File: src/rtl/gf10_syndrome_acc.sv
// gf10_syndrome_acc: serial BCH/RS syndrome accumulator over GF(2^10).
// Horner evaluation of the received word r(x) at a latched point alpha.
module gf10_syndrome_acc #(
    parameter int GF_LEN = 10,
    parameter int CW_LEN = 1023
) (
    input  logic              clk,
    input  logic              rst,
    input  logic              in_start,
    input  logic [GF_LEN-1:0] in_alpha,
    input  logic              in_bit_valid,
    input  logic              in_bit,
    output logic              out_bit_ready,
    output logic [GF_LEN-1:0] out_syndrome,
    output logic              out_syn_valid,
    input  logic              in_syn_ack,
    output logic              out_zero,
    output logic              out_busy
);

    typedef enum logic [1:0] {
        IDLE  = 2'd0,
        ACCUM = 2'd1,
        HOLD  = 2'd2
    } state_t;

    // x^10 = x^3 + 1 in this field, so an overflow folds back as 0x009
    localparam logic [GF_LEN-1:0] POLY_LO = GF_LEN'(10'h009);
    localparam logic [9:0]        LAST    = 10'(CW_LEN - 1);

    state_t            state, state_nxt;
    logic [GF_LEN-1:0] syn_q;
    logic [GF_LEN-1:0] alpha_q;
    logic [9:0]        cnt_q;
    logic              restart;
    logic              accept;
    logic              last_bit;

    function automatic logic [GF_LEN-1:0] gf_mul(
        input logic [GF_LEN-1:0] a,
        input logic [GF_LEN-1:0] b
    );
        logic [GF_LEN-1:0] p;
        p = '0;
        for (int i = GF_LEN - 1; i >= 0; i--) begin
            p = {p[GF_LEN-2:0], 1'b0} ^ (p[GF_LEN-1] ? POLY_LO : '0);
            if (b[i]) p = p ^ a;
        end
        return p;
    endfunction

    // Frame (re)start and bit-acceptance qualifiers; a start wins over a bit
    always_comb begin
        restart  = 1'b0;
        unique case (state)
            IDLE:    restart = in_start;
            ACCUM:   restart = in_start;
            HOLD:    restart = in_start & in_syn_ack;
            default: restart = 1'b0;
        endcase
        accept   = (state == ACCUM) & in_bit_valid & ~in_start;
        last_bit = accept & (cnt_q == LAST);
    end

    // State register
    always_ff @(posedge clk or posedge rst) begin
        if (rst) state <= IDLE;
        else     state <= state_nxt;
    end

    // Next-state logic
    always_comb begin
        state_nxt = state;
        unique case (state)
            IDLE: begin
                if (in_start) state_nxt = ACCUM;
            end
            ACCUM: begin
                if (in_start)      state_nxt = ACCUM;
                else if (last_bit) state_nxt = HOLD;
            end
            HOLD: begin
                if (in_syn_ack) state_nxt = in_start ? ACCUM : IDLE;
            end
            default: state_nxt = IDLE;
        endcase
    end

    // Accumulator, bit counter and latched evaluation point
    always_ff @(posedge clk or posedge rst) begin
        if (rst) begin
            syn_q   <= '0;
            cnt_q   <= '0;
            alpha_q <= '0;
        end else if (restart) begin
            syn_q   <= '0;
            cnt_q   <= '0;
            alpha_q <= in_alpha;
        end else if (accept) begin
            syn_q   <= gf_mul(syn_q, alpha_q) ^ {{(GF_LEN-1){1'b0}}, in_bit};
            cnt_q   <= cnt_q + 10'd1;
        end
    end

    // Outputs decoded from state
    always_comb begin
        out_bit_ready = (state == ACCUM);
        out_syn_valid = (state == HOLD);
        out_zero      = (state == HOLD) && (syn_q == '0);
        out_busy      = (state != IDLE);
        out_syndrome  = syn_q;
    end

endmodule
File: config.mk
export PLATFORM = sky130hd
export DESIGN_NAME = gf10_syndrome_acc
export DESIGN_NICKNAME = d
export VERILOG_FILES = /design/src/rtl/gf10_syndrome_acc.sv
export SDC_FILE = /design/constraint.sdc
export NUM_CORES = 1
export LEC_CHECK = 0
export ABC_AREA = 0
export CAP_MARGIN = 40
export CORE_MARGIN = 1
export CORE_UTILIZATION = 40
export CTS_CLUSTER_SIZE = 25
export DETAILED_ROUTE_END_ITERATION = 6
export PLACE_DENSITY = 0.63
export SLEW_MARGIN = 15
export SYNTH_ARGS = -nofsm -noshare
export SYNTH_HDL_FRONTEND = slang
export SYNTH_SLANG_ARGS = --single-unit
File: constraint.sdc
create_clock -name clk -period 2.1 [get_ports clk]
set_input_delay 0.42 -clock clk [delete_from_list [all_inputs] [get_ports clk]]
set_output_delay 0.42 -clock clk [all_outputs]
set_load 0.1 [all_outputs]
## Word-level counts from Yosys, hierarchy flattened

Cells that the tools add are included.
Widths: inputs -> output; s select.

| word-level totals | value |
|---|---|
| bits in registers | 32 |
| latch bits | 0 |
| RAM bits | 0 |
| ROM bits | 0 |
| output and inout bits | 14 |
| logic and storage cells | 92 |
| memories kept | 0 |

| cells by class | value |
|---|---|
| $add $sub $neg | 1 |
| $mul | 0 |
| div/mod/pow operators | 0 |
| $lt $le $gt $ge | 0 |
| equality and inequality tests | 6 |
| shift-type cells | 0 |
| mux-type cells | 50 |
| bitwise logic cells | 24 |
| reduce and logical (&&, ||, !) cells | 7 |

Operator list:

| kind | number |
|---|---|
| $mux 10 | 34 |
| $xor 10x10->10 | 9 |
| $xor 10x4->10 | 9 |
| $mux 4 | 9 |
| $add 10x1->10 const B | 1 |
| $eq 10x10->1 const B | 1 |
| $logic_not 10->1 | 1 |
| $xor 10x1->10 | 1 |
| $mux 2 | 4 |
| $pmux 2 s3 | 1 |
| $and 1x1->1 | 4 |
| $reduce_bool 2->1 | 2 |
| $ne 3x2->1 const B | 1 |
| $reduce_and 3->1 | 1 |
| $eq 2x1->1 const B | 1 |
| $eq 2x2->1 const B | 1 |
| $logic_not 2->1 | 1 |
| $ne 2x1->1 const B | 1 |
| $ne 2x2->1 const B | 1 |
| $pmux 1 s2 | 1 |
| $reduce_or 2->1 | 1 |
| $logic_and 1x1->1 | 1 |
| $mux 1 | 1 |
| $not 1->1 | 1 |

## Longest topological paths before layout

| depth | value |
|---|---|
| word-level depth | 62 |
| gate-level depth with buffers | 7 |
| gate-level depth less buffers | 6 |

## Worst setup path after synthesis

No wires, ideal clock.

| timing | value |
|---|---|
| path type | register -> register |
| start point | reg state[1] |
| end point | reg syn_q[1], in the netlist out_syndrome[1] |
| library setup time | 0.121 ns |
| arrival time | 2.773 ns |
| required time | 1.979 ns |
| slack | -0.794 ns |
| stages on the path, launching flop included | 8 |
| buffers on the path | 2 |
| cell sequence | dfrtp_1 -> nor2b_1 -> and3_1 -> clkbuf_1 -> nor2_1 -> clkbuf_1 -> a31oi_1 -> o21ai_1 |

| between the ends | value |
|---|---|
| word-level cells in the longest chain between the ends | 4 |
| elaborated cells between the ends (all ways) | 9 |
| those cells by class | eq/ne (2); mux (2); bitwise (2); reduce/logical (3) |

RTL lines:

| element | RTL line | text |
|---|---|---|
| start: declaration | 31 | `state_t state, state_nxt;` |
| start signal: assignment | 68 | `else state <= state_nxt;` |
| $eq 2x1->1 (*) | -- |  |
| via out_bit_ready | 13 | `output logic out_bit_ready,` |
| $reduce_or 2->1 (no source line) or $and 1x1->1 (tied branches) | -- |  |
| $pmux 1 s2 or $and 1x1->1 (tied branches) | 55, 61 |  |
| $mux 10 or $reduce_bool 2->1 (tied branches) | -- |  |
| end signal: assignment | 100 | `syn_q <= gf_mul(syn_q, alpha_q) ^ {{(GF_LEN-1){1'b0}}, in_bit};` |
| end: declaration | 32 | `logic [GF_LEN-1:0] syn_q;` |

The timed path passes the listed nets; every way through them passes the cells marked *.
A chain may end at the register's enable or synchronous reset.

## Worst setup path in the final report

| timing | value |
|---|---|
| start point | reg syn_q[2], in the netlist out_syndrome[2] |
| end point | out out_zero |

| between the ends | value |
|---|---|
| word-level cells in the longest chain between the ends | 2 |

RTL lines:

| element | RTL line | text |
|---|---|---|
| $logic_not 10->1 | 109 | `out_zero = (state == HOLD) && (syn_q == '0);` |
| $logic_and 1x1->1 | 109 |  |
| end: declaration | 17 | `output logic out_zero,` |

Every way passes these cells.

==> results by stage <==
Status:
- The run finished with clean final reports.

Clock network:
- The maximum number of buffers from clock root to sink is 2.
- The clock net in this run drives a total of 32 sinks.
- The CTS buffer count is 5.
- At the later pin of the worst-skew pair, clock insertion delay measures 0.30 ns.
- The TritonCTS clock tree is done.
- After clock tree synthesis, the setup repair step added 0 buffers.
- After clock tree synthesis, the clock-pin slew on the worst setup and hold paths is 0.08 ns.
- The H-tree was split into 2 levels.
- The root buffer cell chosen for the clock tree is sky130_fd_sc_hd__clkbuf_8.

Worst setup path:
- For flop-to-flop paths, the worst setup slack is 0.11 ns.
- The launch point of the critical path is out_syndrome[2]$_DFFE_PP0P_.
- Among all stages on the critical path, the largest delay is contributed by sky130_fd_sc_hd__dfrtp_4.
- The endpoint identified for the worst register-to-register timing path is out_syndrome[0]$_DFFE_PP0P_.
- Counting buffers and inverters, the worst setup path is 4 cells deep.
- The arrival time of data at the critical path endpoint is 1.64 ns.
- In this run the worst path has a maximum fanout of 9.
- The most critical setup path has its endpoint at out_zero.
- The biggest cell delay along the critical path is 0.52 ns.
- The gate family responsible for the most delay along the worst path is flip-flops.
- The startpoint class of the critical path is a flop.
- STA classifies the critical path endpoint as an output port.
- The beginning of the worst register-to-register path is out_syndrome[8]$_DFFE_PP0P_.
- The number of cells on the worst reg-to-reg path is 6.
- For the worst setup path, the data required time is 1.68 ns.
- The count of buffering cells on the critical path with inverters included is 2.
- The class of the most critical setup path is flop to output port.
- Walking the worst path, the cells encountered are buf_6, nor4_2, and4_4, buf_12.

Power and ir drop:
- Summed over all cells, the static leakage comes to 1.50 nW.
- The share of total power in the clock network is 11.1%.
- The part of the total power dissipated in sequential elements is 20.2%.
- The largest voltage drop on the vdd net is 0.460 mV.
- The design draws 5.50 mW.
- The total power divided by cell area is 1540 mW/mm².
- The share of total power dissipated in combinational logic is 68.7%.
- The internal portion of the total power is 2.99 mW.
- Net switching is 45.6% of the power.
- The net load switching power is 2.51 mW.

Cells and area:
- The count of nets after finishing is 386.
- The post-layout instance area is 0.00358 mm².
- The share of cells above drive strength 1 is 23.6%.
- The area growth from synthesis to layout is 23.7%.
- The final core utilization is 51.8%.
- 0 antenna diodes ended up in the layout.

Yosys:
- The most used flip-flop cell after synthesis is sky130_fd_sc_hd__dfrtp_1.
- Yosys attributes the largest share of cell area to sky130_fd_sc_hd__dfrtp_1 (28%), sky130_fd_sc_hd__xnor2_1 (17%), sky130_fd_sc_hd__nand2_1 (14%), sky130_fd_sc_hd__xnor3_1 (7.0%), sky130_fd_sc_hd__xor2_1 (6.7%).
- The number of cells produced by synthesis is 333.
- The number of unique standard cell types used by synthesis is 39.
- The synthesized design spends more area on one cell type than any other, namely sky130_fd_sc_hd__dfrtp_1.
- The synthesized design contains 0 enable-type register cells.
- The proportion of register bits with asynchronous set or reset after synthesis is 100%.
- The synthesized netlist occupies a cell area of 0.00289 mm².
- The number of storage elements in the synthesis netlist is 32.
- The share of synthesized area occupied by flip-flops and latches is 27.7%.
- The area share of the leading cell type in the synthesized netlist is 27.7%.
- The count of yosys warnings during synthesis is 0.
- The per-instance average area after synthesis is 8.68 µm².
- Counting every net in the synthesized netlist gives 351.

Flow run:
- The max-capacitance violation count is 0.

Global routing:
- The number of antenna violations at the first check in global routing is 0.
- The via count of the first global-routing pass came to 2384.
- Global routing finished with a remaining overflow of 0.
- The first global-routing pass estimated 12.2 mm of wire.
- For this run, the total global-route usage over all layers was measured as 21.4%.
- The pin count of the biggest net entering global routing is 33.

Floorplanning:
- Once the floorplan was initialized, standard cells occupied 41.9% of the core.
- The count of pins on the block boundary is 30.
- The initialized floorplan defines 30 standard-cell rows.
- The die covers 0.00757 mm².
- The width of the die is 87.0 µm.
- The placeable core area is 0.00691 mm².
- From bottom edge to top edge, the die measures 87.0 µm.

Timing:
- The final cycle utilization of the critical path is 97.9%.
- Setup repair after global routing left no endpoint under its margin.
- The number of setup violations in the final report is 0.
- The max-slew violation total from the final report is 0.
- The number of hold violations in the final report was 0.
- At the pin with the least slew margin, the transition time is 0.498 ns.
- The tightest hold path in the finished design has a slack of 0.528 ns.
- Setup total negative slack on the finished layout was measured at 0 ns.
- Measured against its own limit, the worst slew margin works out to 66.7%.
- Timing would allow up to 0.486 GHz.
- The worst clock skew on the final layout is 0.00836 ns.
- For the finished layout, the period the worst path requires is 2.06 ns.

Placement:
- The placed instance area is 0.00346 mm².
- The port buffer count is 29.
- The final weighted congestion in routability-driven placement is 0.807.
- The total half-perimeter wirelength after legalization and detailed placement is 5.03 mm.

Routing:
- In this run the remaining antenna-violating nets after routing total 0.
- For this block, the initial DRC count from the detailed router was 153.
- The final routed wire length divided by cell count is 15.5 µm.
- For this run, design rule violations remaining after detail routing come to 0.
- The routed design has 7.20 mm of wire.
- The detailed-routing iteration count for the pre-antenna-repair pass is 4.
- Dividing the detail-routed via count by the number of cells gives 4.97.
- The total via count after detailed routing is 2312.

Worst hold path:
- The path class of the tightest hold or removal check is input port to async pin.
-- cells in the mapped netlist (2+ instances only) --
cell type,n
sky130_fd_sc_hd__mux2_2,10
sky130_fd_sc_hd__buf_4,7
sky130_fd_sc_hd__xor2_1,22
sky130_fd_sc_hd__a21oi_1,2
sky130_fd_sc_hd__nand2b_1,3
sky130_fd_sc_hd__nand2_1,107
sky130_fd_sc_hd__nand3_1,4
sky130_fd_sc_hd__dfrtp_1,32
sky130_fd_sc_hd__o21ai_0,4
sky130_fd_sc_hd__nor4_1,2
sky130_fd_sc_hd__buf_2,13
sky130_fd_sc_hd__xnor3_2,2
sky130_fd_sc_hd__clkbuf_1,2
sky130_fd_sc_hd__xnor3_1,9
sky130_fd_sc_hd__o21ai_1,7
sky130_fd_sc_hd__inv_1,6
sky130_fd_sc_hd__and3_1,4
sky130_fd_sc_hd__nand4_1,3
sky130_fd_sc_hd__nand2_2,2
sky130_fd_sc_hd__xnor2_2,8
sky130_fd_sc_hd__ha_1,2
sky130_fd_sc_hd__nor2_1,11
sky130_fd_sc_hd__xnor2_1,55
-- power by group through the flow --
stage	Combinational (mW)	Sequential [mW]	Clock (mW)
CTS	3.80	1.11	0.621
floorplan	2.72	1.44	0
detailed placement	3.77	1.11	0
global route	4.06	1.14	0.654
finish	3.78	1.11	0.610
global placement	3.74	1.12	0
-- cell families (layout without fill, tap and decap cells) --
| group | Yosys count | after routing | synth area share (%) |
|---|---|---|---|
| flops | 32 | 32 | 27.7 |
| compound gates | 20 | 20 | 4.24 |
| simple gates | 141 | 141 | 20.6 |
| buf+inv | 31 | 67 | 5.93 |
| xor+xnor | 96 | 96 | 36.5 |
| mux | 11 | 11 | 4.24 |
| fa+ha+maj | 2 | 2 | 0.865 |
-- metrics by stage --
step | setup slack [ns] | std cells
after detailed placement | 0.0591 | 457
after floorplan | 0.00325 | 333
final | 0.0436 | 465
after global placement | 0.0330 | 457
after global routing | 0.00382 | 465
after CTS | 0.0364 | 465
-- area by class of cell --
class                      count  area [µm²]
fill                         661        3330
multi-input combinational    270        1940
sequential                    32         831
timing repair buffer          53         552
tap                           96         120
clock buffer                   6        72.6
clock inverter                 2        35.0
inverter                       6        26.3
-- cells in the final DEF (no fill, tap or decap), types with 2 or more instances in the layout --
cell type                         netlist  final
sky130_fd_sc_hd__and3_1                 4      4
sky130_fd_sc_hd__clkdlybuf4s50_1        0     15
sky130_fd_sc_hd__xnor3_2                2      2
sky130_fd_sc_hd__buf_4                  7     28
sky130_fd_sc_hd__o21ai_1                7      7
sky130_fd_sc_hd__nand2_2                2      2
sky130_fd_sc_hd__xnor2_2                8      8
sky130_fd_sc_hd__xnor3_1                9      9
sky130_fd_sc_hd__mux2_2                10     10
sky130_fd_sc_hd__dfrtp_4                0      6
sky130_fd_sc_hd__nor2_1                11     11
sky130_fd_sc_hd__ha_1                   2      2
sky130_fd_sc_hd__clkbuf_8               0      5
sky130_fd_sc_hd__xnor2_1               55     55
sky130_fd_sc_hd__nand2_1              107    107
sky130_fd_sc_hd__xor2_1                22     22
sky130_fd_sc_hd__buf_12                 0      9
sky130_fd_sc_hd__nand3_1                4      4
sky130_fd_sc_hd__dfrtp_2                0      6
sky130_fd_sc_hd__inv_1                  6      5
sky130_fd_sc_hd__dfrtp_1               32     20
sky130_fd_sc_hd__nand2b_1               3      3
sky130_fd_sc_hd__nand4_1                3      3
sky130_fd_sc_hd__o21ai_0                4      4
-- worst reg2reg max path, stage by stage, from the launching register on --
cell	delay [ns]
sky130_fd_sc_hd__dfrtp_4	0.56
sky130_fd_sc_hd__xor2_1	0.16
sky130_fd_sc_hd__nand2_1	0.08
sky130_fd_sc_hd__xor2_1	0.17
sky130_fd_sc_hd__xnor3_2	0.48
sky130_fd_sc_hd__xnor2_1	0.15
sky130_fd_sc_hd__a221o_1	0.28
-- how the worst min path moves through the flow --
stage	slack, ns	to	from
floorplan	0.50	cnt_q[7]$_DFFE_PP0P_	cnt_q[7]$_DFFE_PP0P_
global placement	0.52	cnt_q[7]$_DFFE_PP0P_	cnt_q[7]$_DFFE_PP0P_
detailed placement	0.53	cnt_q[4]$_DFFE_PP0P_	cnt_q[4]$_DFFE_PP0P_
CTS	0.54	out_syndrome[5]$_DFFE_PP0P_	rst
global route	0.58	cnt_q[8]$_DFFE_PP0P_	cnt_q[8]$_DFFE_PP0P_
finish	0.53	alpha_q[3]$_DFFE_PP0P_	rst
-- sequential cells by signal, indices dropped and copies added (netlist names) --
name,count
cnt_q,10
alpha_q,10
state,2
out_syndrome,10
-- repair_timing --
| action | CTS | global route |
|---|---|---|
| hold buffers | 0 | 0 |
| setup endpoints to repair | 1 | 3 |
| pin swaps | 0 | 0 |
| endpoints found under the hold margin | 0 | 0 |
| resized for setup | 2 | 2 |
-- routing by layer --
| layer | wire length (µm) | part of all wire (%) | global-route usage, % |
|---|---|---|---|
| met5 | 0 | 0 | 0 |
| met4 | 97 | 1.3 | 5.61 |
| met3 | 368 | 5.1 | 3.98 |
| met2 | 3330 | 46 | 35.8 |
| met1 | 3400 | 47 | 28.4 |
Power figures use the tool's default switching activity.
